**src/rtl/dmem_if.sv**
```systemverilog
// dmem_if: one requester port of the data-memory arbiter (req: valid/write/addr/wdata/ready; rsp: valid/rdata); master = requester, slave = arbiter
interface dmem_if #(parameter int ADDR_W = 9, parameter int DATA_W = 32);
  logic              req_valid;
  logic              req_write;
  logic [ADDR_W-1:0] req_addr;
  logic [DATA_W-1:0] req_wdata;
  logic              req_ready;
  logic              rsp_valid;
  logic [DATA_W-1:0] rsp_rdata;
  modport master (output req_valid, req_write, req_addr, req_wdata, input req_ready, rsp_valid, rsp_rdata);
  modport slave (input req_valid, req_write, req_addr, req_wdata, output req_ready, rsp_valid, rsp_rdata);
endinterface

```
**src/rtl/dmem_arbiter.sv**
```systemverilog
// dmem_arbiter: two-port arbiter/sequencer for a 512x32 data memory; ports clk, reset, p0/p1 (dmem_if.slave), mem_addr/mem_wdata/mem_we out, mem_rdata in
module dmem_arbiter #(
  parameter int ADDR_W    = 9,
  parameter int DATA_W    = 32,
  parameter int ARB_MODE  = 0,
  parameter int PRIO_INIT = 0
) (
  input  logic              clk,
  input  logic              reset,
  dmem_if.slave             p0,
  dmem_if.slave             p1,
  output logic [ADDR_W-1:0] mem_addr,
  output logic [DATA_W-1:0] mem_wdata,
  output logic              mem_we,
  input  logic [DATA_W-1:0] mem_rdata
);
  typedef enum logic {IDLE, BUSY} state_t;
  state_t            state;
  logic              rr, win_q, wr_q, g0, g1, rv0, rv1;
  logic [ADDR_W-1:0] addr_q;
  logic [DATA_W-1:0] wdata_q, rd0, rd1;
  always_comb begin
    g0 = state == IDLE && !reset && p0.req_valid && (!p1.req_valid || ARB_MODE != 0 || !rr);
    g1 = state == IDLE && !reset && p1.req_valid && !g0;
  end
  assign p0.req_ready = g0;
  assign p1.req_ready = g1;
  assign p0.rsp_valid = rv0 && !reset;
  assign p1.rsp_valid = rv1 && !reset;
  assign p0.rsp_rdata = rd0;
  assign p1.rsp_rdata = rd1;
  assign mem_addr  = addr_q;
  assign mem_wdata = wdata_q;
  assign mem_we    = state == BUSY && wr_q && !reset;
  always_ff @(posedge clk) begin
    if (reset) begin
      state   <= IDLE;
      rr      <= PRIO_INIT != 0;
      win_q   <= 1'b0;
      wr_q    <= 1'b0;
      addr_q  <= '0;
      wdata_q <= '0;
      rv0     <= 1'b0;
      rv1     <= 1'b0;
      rd0     <= '0;
      rd1     <= '0;
    end else begin
      rv0 <= 1'b0;
      rv1 <= 1'b0;
      if (state == IDLE) begin
        if (g0 || g1) begin
          state   <= BUSY;
          win_q   <= g1;
          wr_q    <= g1 ? p1.req_write : p0.req_write;
          addr_q  <= g1 ? p1.req_addr : p0.req_addr;
          wdata_q <= g1 ? p1.req_wdata : p0.req_wdata;
          if (ARB_MODE == 0) rr <= !g1;
        end
      end else begin
        state <= IDLE;
        rv0   <= !win_q;
        rv1   <= win_q;
        if (win_q) rd1 <= wr_q ? '0 : mem_rdata;
        else rd0 <= wr_q ? '0 : mem_rdata;
      end
    end
  end
endmodule

```
**src/flat_wrapper.sv**
```systemverilog
// flat-port wrapper written by rule: the top's interface ports become plain ports
module dmem_arbiter_flat 
#(
  parameter int ADDR_W    = 9,
  parameter int DATA_W    = 32,
  parameter int ARB_MODE  = 0,
  parameter int PRIO_INIT = 0
)
  (clk, reset, mem_addr, mem_wdata, mem_we, mem_rdata, p0_req_valid, p0_req_write, p0_req_addr, p0_req_wdata, p0_req_ready, p0_rsp_valid, p0_rsp_rdata, p1_req_valid, p1_req_write, p1_req_addr, p1_req_wdata, p1_req_ready, p1_rsp_valid, p1_rsp_rdata);
  dmem_if #(.ADDR_W(ADDR_W), .DATA_W(DATA_W)) p0_i ();
  dmem_if #(.ADDR_W(ADDR_W), .DATA_W(DATA_W)) p1_i ();
  input  logic clk;
  input  logic reset;
  output logic [ADDR_W-1:0] mem_addr;
  output logic [DATA_W-1:0] mem_wdata;
  output logic mem_we;
  input  logic [DATA_W-1:0] mem_rdata;
  input wire logic [$bits(p0_i.req_valid)-1:0] p0_req_valid;
  input wire logic [$bits(p0_i.req_write)-1:0] p0_req_write;
  input wire logic [$bits(p0_i.req_addr)-1:0] p0_req_addr;
  input wire logic [$bits(p0_i.req_wdata)-1:0] p0_req_wdata;
  output wire logic [$bits(p0_i.req_ready)-1:0] p0_req_ready;
  output wire logic [$bits(p0_i.rsp_valid)-1:0] p0_rsp_valid;
  output wire logic [$bits(p0_i.rsp_rdata)-1:0] p0_rsp_rdata;
  input wire logic [$bits(p1_i.req_valid)-1:0] p1_req_valid;
  input wire logic [$bits(p1_i.req_write)-1:0] p1_req_write;
  input wire logic [$bits(p1_i.req_addr)-1:0] p1_req_addr;
  input wire logic [$bits(p1_i.req_wdata)-1:0] p1_req_wdata;
  output wire logic [$bits(p1_i.req_ready)-1:0] p1_req_ready;
  output wire logic [$bits(p1_i.rsp_valid)-1:0] p1_rsp_valid;
  output wire logic [$bits(p1_i.rsp_rdata)-1:0] p1_rsp_rdata;
  assign p0_i.req_valid = p0_req_valid;
  assign p0_i.req_write = p0_req_write;
  assign p0_i.req_addr = p0_req_addr;
  assign p0_i.req_wdata = p0_req_wdata;
  assign p0_req_ready = p0_i.req_ready;
  assign p0_rsp_valid = p0_i.rsp_valid;
  assign p0_rsp_rdata = p0_i.rsp_rdata;
  assign p1_i.req_valid = p1_req_valid;
  assign p1_i.req_write = p1_req_write;
  assign p1_i.req_addr = p1_req_addr;
  assign p1_i.req_wdata = p1_req_wdata;
  assign p1_req_ready = p1_i.req_ready;
  assign p1_rsp_valid = p1_i.rsp_valid;
  assign p1_rsp_rdata = p1_i.rsp_rdata;
  dmem_arbiter #(.ADDR_W(ADDR_W), .DATA_W(DATA_W), .ARB_MODE(ARB_MODE), .PRIO_INIT(PRIO_INIT)) u_core (.clk(clk), .reset(reset), .p0(p0_i), .p1(p1_i), .mem_addr(mem_addr), .mem_wdata(mem_wdata), .mem_we(mem_we), .mem_rdata(mem_rdata));
endmodule
```
**config.mk**
```make
export PLATFORM = sky130hd
export DESIGN_NAME = dmem_arbiter_flat
export DESIGN_NICKNAME = d
export VERILOG_FILES = /design/src/rtl/dmem_if.sv /design/src/rtl/dmem_arbiter.sv /design/src/flat_wrapper.sv
export SDC_FILE = /design/constraint.sdc
export NUM_CORES = 1
export LEC_CHECK = 0
export CORE_ASPECT_RATIO = 1.4
export CORE_MARGIN = 2
export CORE_UTILIZATION = 42
export DETAILED_ROUTE_END_ITERATION = 10
export PLACE_DENSITY = 0.81
export SYNTH_ARGS = -nofsm -noshare
export SYNTH_HDL_FRONTEND = slang
export SYNTH_SLANG_ARGS = --single-unit
```
**constraint.sdc**
```tcl
create_clock -name clk -period 2.1 [get_ports clk]
set_input_delay 0.42 -clock clk [delete_from_list [all_inputs] [get_ports clk]]
set_output_delay 0.42 -clock clk [all_outputs]
set_load 0.005 [all_outputs]
```
After elaboration in Yosys (flattened, before gate mapping)
Cells that the tools add are included.
{"block": "totals", "register_bits": 111, "output_inout_bits": 110, "word_cells": 39}
{"block": "op_classes", "n_mux": 5, "n_bitwise": 2, "n_reduce_logical": 22}
{"op": "2-to-1 mux 32 bit", "n": 2}
{"op": "logical AND 1 bit", "n": 9}
{"op": "2-to-1 mux 9 bit", "n": 1}
{"op": "logical NOT 1 bit", "n": 6}
{"op": "AND reduction 2 bit", "n": 3}
{"op": "OR reduction 2 bit", "n": 2}
{"op": "logical OR 1 bit", "n": 2}
{"op": "2-to-1 mux 1 bit", "n": 2}
{"op": "NOT 1 bit", "n": 2}

Longest topological paths before layout
{"block": "logic_depth", "depth_word": 8, "ltp_mapped": 7, "mapped_depth_nobuf": 3}

Least setup slack after synthesis
Ideal clock, no wire load.
{"block": "synth_path", "path_type": "in2out", "from": "input port reset", "to": "output port p1_req_ready", "arrival_time_ns": 1.350, "setup_slack_ns": 0.330, "stages": 5, "path_cell_list": "buf_2 > or3b_1 > clkbuf_1 > buf_2 > nor2_1"}
{"block": "synth_via", "elab_chain_len": 6}
{"element": "start, declared", "line_no": "flat_wrapper.sv:13", "source": "input logic reset;"}
{"element": "logical NOT 1 bit *", "line_no": "dmem_arbiter.sv:23, dmem_arbiter.sv:24"}
{"element": "logical AND 1 bit *", "line_no": "dmem_arbiter.sv:23, dmem_arbiter.sv:24"}
{"element": "logical AND 1 bit (2 in series)", "line_no": "dmem_arbiter.sv:23", "source": "g0 = state == IDLE && !reset && p0.req_valid && (!p1.req_valid || ARB_MODE != 0 || !rr);"}
{"element": "logical NOT 1 bit", "line_no": "dmem_arbiter.sv:24", "source": "g1 = state == IDLE && !reset && p1.req_valid && !g0;"}
{"element": "logical AND 1 bit *", "line_no": "dmem_arbiter.sv:24"}
{"element": "end, declared", "line_no": "flat_wrapper.sv:29", "source": "output wire logic [$bits(p1_i.req_ready)-1:0] p1_req_ready;"}
Mark *: on every way between the ends. The rest lies on a longest branch, timed or not.

Final worst setup path
{"block": "layout_path", "from": "register u_core.state", "to": "output port mem_we"}
{"block": "layout_via", "elab_chain_len": 2}
{"element": "start, declared", "line_no": "dmem_arbiter.sv:18", "source": "state_t state;"}
{"element": "start signal, assigned", "line_no": "dmem_arbiter.sv:37", "source": "state <= IDLE;"}
{"element": "start signal, assigned", "line_no": "dmem_arbiter.sv:52", "source": "state <= BUSY;"}
{"element": "start signal, assigned", "line_no": "dmem_arbiter.sv:60", "source": "state <= IDLE;"}
{"element": "logical AND 1 bit (2 in series)", "line_no": "dmem_arbiter.sv:34", "source": "assign mem_we = state == BUSY && wr_q && !reset;"}
{"element": "end, declared", "line_no": "flat_wrapper.sv:16", "source": "output logic mem_we;"}
Every way passes these cells.

==> results.md <==
- Status: finished, final reports clean
- Fin nets: just over 900
- Synth Instances: slightly below 600
- HP Class: flip-flop to flip-flop
- Final setup viols: 0
- Antenna violations before repair: 0
- Internal power: ~3.9 mW
- Maximum capacitance violations: 0
- Worst Path Max Fanout: 7
- Pwr dens: ~680 nW/µm²
- CP Launch Type: flip-flop
- CTS Hold Buffers Added: 0
- Die Width: approximately 96 µm
- Post-route minimum period: 2.00 ns
- Synthesis warning total: 0
- Critical path type: flip-flop to output port
- DR vias/cell: about 5.5
- Cts bufs inserted: 9
- Multi-input combinational cell area: 2440 µm²
- Antenna cells: 0
- Sw power: approximately 1.4 mW
- Peak supply drop: 0.548 mV
- Avg Cell Area, Syn: around 8.3 µm²
- Drt first pass iters: 5
- Final Max Slew Viols: 0
- Xor-xnor portion of the synthesized cell area: 0
- Total Wirelength: approximately 16 mm
- Worst slew margin: 0.598
- TritonCTS clock tree: done
- H-Tree Depth: 3
- Reg2Reg Depth: 6
- Clock power share: 0.354
- Root Buffer: clkbuf_16
- Largest family of logic cells by synthesized area: compound AO/OA/AOI/OAI gates
- Placement-stage cell area: about 7400 µm²
- Vias in the first global route: 4900
- #FFs+latches synth: between 100 and 150
- Worst path arrival time: between 1.5 and 2 ns
- Port bufs: 229
- RSZ-0062 raised after global routing: no
- Max Clk Rate: approximately 500 MHz
- Routed Antenna Nets: 0
- Crit path capture type: output port
- Syn Nets: 716
- Worst-path clk slew: 0.07 ns
- Total Power: 5.30 mW
- Post-synthesis mux area share: 0
- Clock net sink count: between 100 and 150
- Period utilization: 0.951
- GRT Util Overall: 0.234
- Initial Util: 0.425
- Area share of fa/ha/maj cells after synthesis: 0
- DIE AREA: 12700 µm²
- Hold Fails Final Rpt: 0
- Die span in y: about 130 µm
- Vias: 5205
- Final Cell Area: between 7000 and 8000 µm²
- Portion of total power attributed to sequential cells: 0.434
- Clock insertion delay at the later pin of the skew report: 0.35 ns
- I/O pins: 230
- CP required: about 1.7 ns
- FF/Latch Area: 2220 µm²
- Sw Ratio: 0.262
- Post-synthesis sequential area ratio: 0.447
- Simple-gate share of the synthesized area: 0.213
- Synth Area in Compound Gates: 0.274
- Post-Syn Area: slightly below 5000 µm²
- Cell Rows: 47
- Initial DRC count: between 150 and 200
- Fill cells: around 940
- Placed cells: ~930
- Lkg Pwr: approximately 2.6 nW
- Final WS setup: just over 0.1 ns
- Per-cell routed wire length: between 15 and 20 µm
- Commonest cells after routing, fill and taps aside: 225 x clkdlybuf4s50_1, 131 x nand2_1, 110 x dfxtp_1
- Commonest non-fill, non-tap cell in the layout: clkdlybuf4s50_1
- GR Overflow Total: 0
- Pre-CTS setup slack: -0.259 ns
- Largest net degree at the start of global routing: 87
- Pin slew with the least headroom to its limit: between 0.6 and 0.7 ns
- Drt drc: 0
- Total core area: approximately 12000 µm²
- GP Congestion: 0.812
- Layout cell share with drive strength beyond 1: 0.113
- Logic pwr share: 0.212
- Unique masters post-synth: 23
- Hold Path Depth: 2
- Area grow syn2layout: 55.7%
- Final Util: 0.662
- CTS max path bufs: 2
- First-pass GRT wire length: about 24 mm
- Non-Filler Instances: ~950
- Skew final: 0.0122 ns
- Total negative setup slack: 0 ns
- Detailed Place HPWL: 10.8 mm
- Post-CTS Setup Bufs: 0
- Worst hold slack: 0.458 ns
layer usage:
layer / track usage / share of wire / vias to the layer above
li1: - / - / 2497
met1: 0.256 / 0.37 / 2441
met2: 0.422 / 0.53 / 224
met3: 0.0319 / 0.059 / 43
met4: 0.124 / 0.038 / 0
met5: 0 / 0 / -
synth_stat cells:
cell,number,area [µm²]
buf_6,7,78.8
a311oi_2,39,586
nand2_1,131,492
a311oi_1,3,26.3
a21oi_1,108,541
nand2b_1,2,12.5
and3_1,1,6.26
nand4_1,42,263
inv_1,1,3.75
buf_2,11,55.1
nor2_2,1,6.26
nor2b_1,36,225
clkbuf_2,1,5.00
clkbuf_1,49,184
and2_1,1,6.26
o21ai_1,42,210
and2_4,1,8.76
dfxtp_1,111,2220
or2_1,1,6.26
nor3_1,2,10.0
buf_1,1,3.75
or3b_1,1,8.76
nor2_1,4,15.0
power by group through the flow:
stage | clock network, mW | logic, mW | registers [mW]
2_1_floorplan | 0 | 0.517 | 2.35
3_3_place_gp | 0 | 1.08 | 2.34
3_5_place_dp | 0 | 1.11 | 2.35
4_1_cts | 1.92 | 1.13 | 2.30
5_1_grt | 1.99 | 1.21 | 2.31
6_report | 1.88 | 1.12 | 2.30
registers in the layout, summed over array words and instances (netlist names), 9 cells and up:
name                 count
u_core.mem_wdata        32
u_core.p0.rsp_rdata     32
u_core.p1.rsp_rdata     32
u_core.mem_addr          9
logic make-up after synthesis:
group | count (synthesis)
buffers and inverters | 70
AO/OA/AOI/OAI | 192
flip-flops | 111
AND/OR/NAND/NOR | 223
worst max-delay path, cell delays in order, from the launching register on:
cell             delay, ns
dfxtp_2               0.35
buf_4                 0.16
nand2_1               0.06
nor2_1                0.12
clkdlybuf4s50_1       0.55
cell type report:
class | instances | area share
sequential | 111 | 0.287
clock inverter | 7 | 0.0147
inverter | 1 | 0.000484
tap | 147 | 0.0237
multi-input combinational | 415 | 0.315
clock buffer | 9 | 0.0291
timing repair buffer | 255 | 0.330
repair_timing:
item | in CTS | in global routing
pin swaps | 0 | 1
gates resized for setup | 7 | 2
gates cloned | 1 | 0
endpoints found under the setup margin | 2 | 1
endpoints found under the hold margin | 0 | 0
final timing paths:
kind,start,slack (ns),to
setup / recovery,u_core.state,0.10,mem_we
hold / removal,u_core.p1.rsp_rdata[5],0.46,u_core.p1.rsp_rdata[5]
setup reg to reg,u_core.state,0.40,u_core.mem_wdata[0]
hold reg to reg,u_core.p1.rsp_rdata[5],0.46,u_core.p1.rsp_rdata[5]
Power figures use the tool's default switching activity.
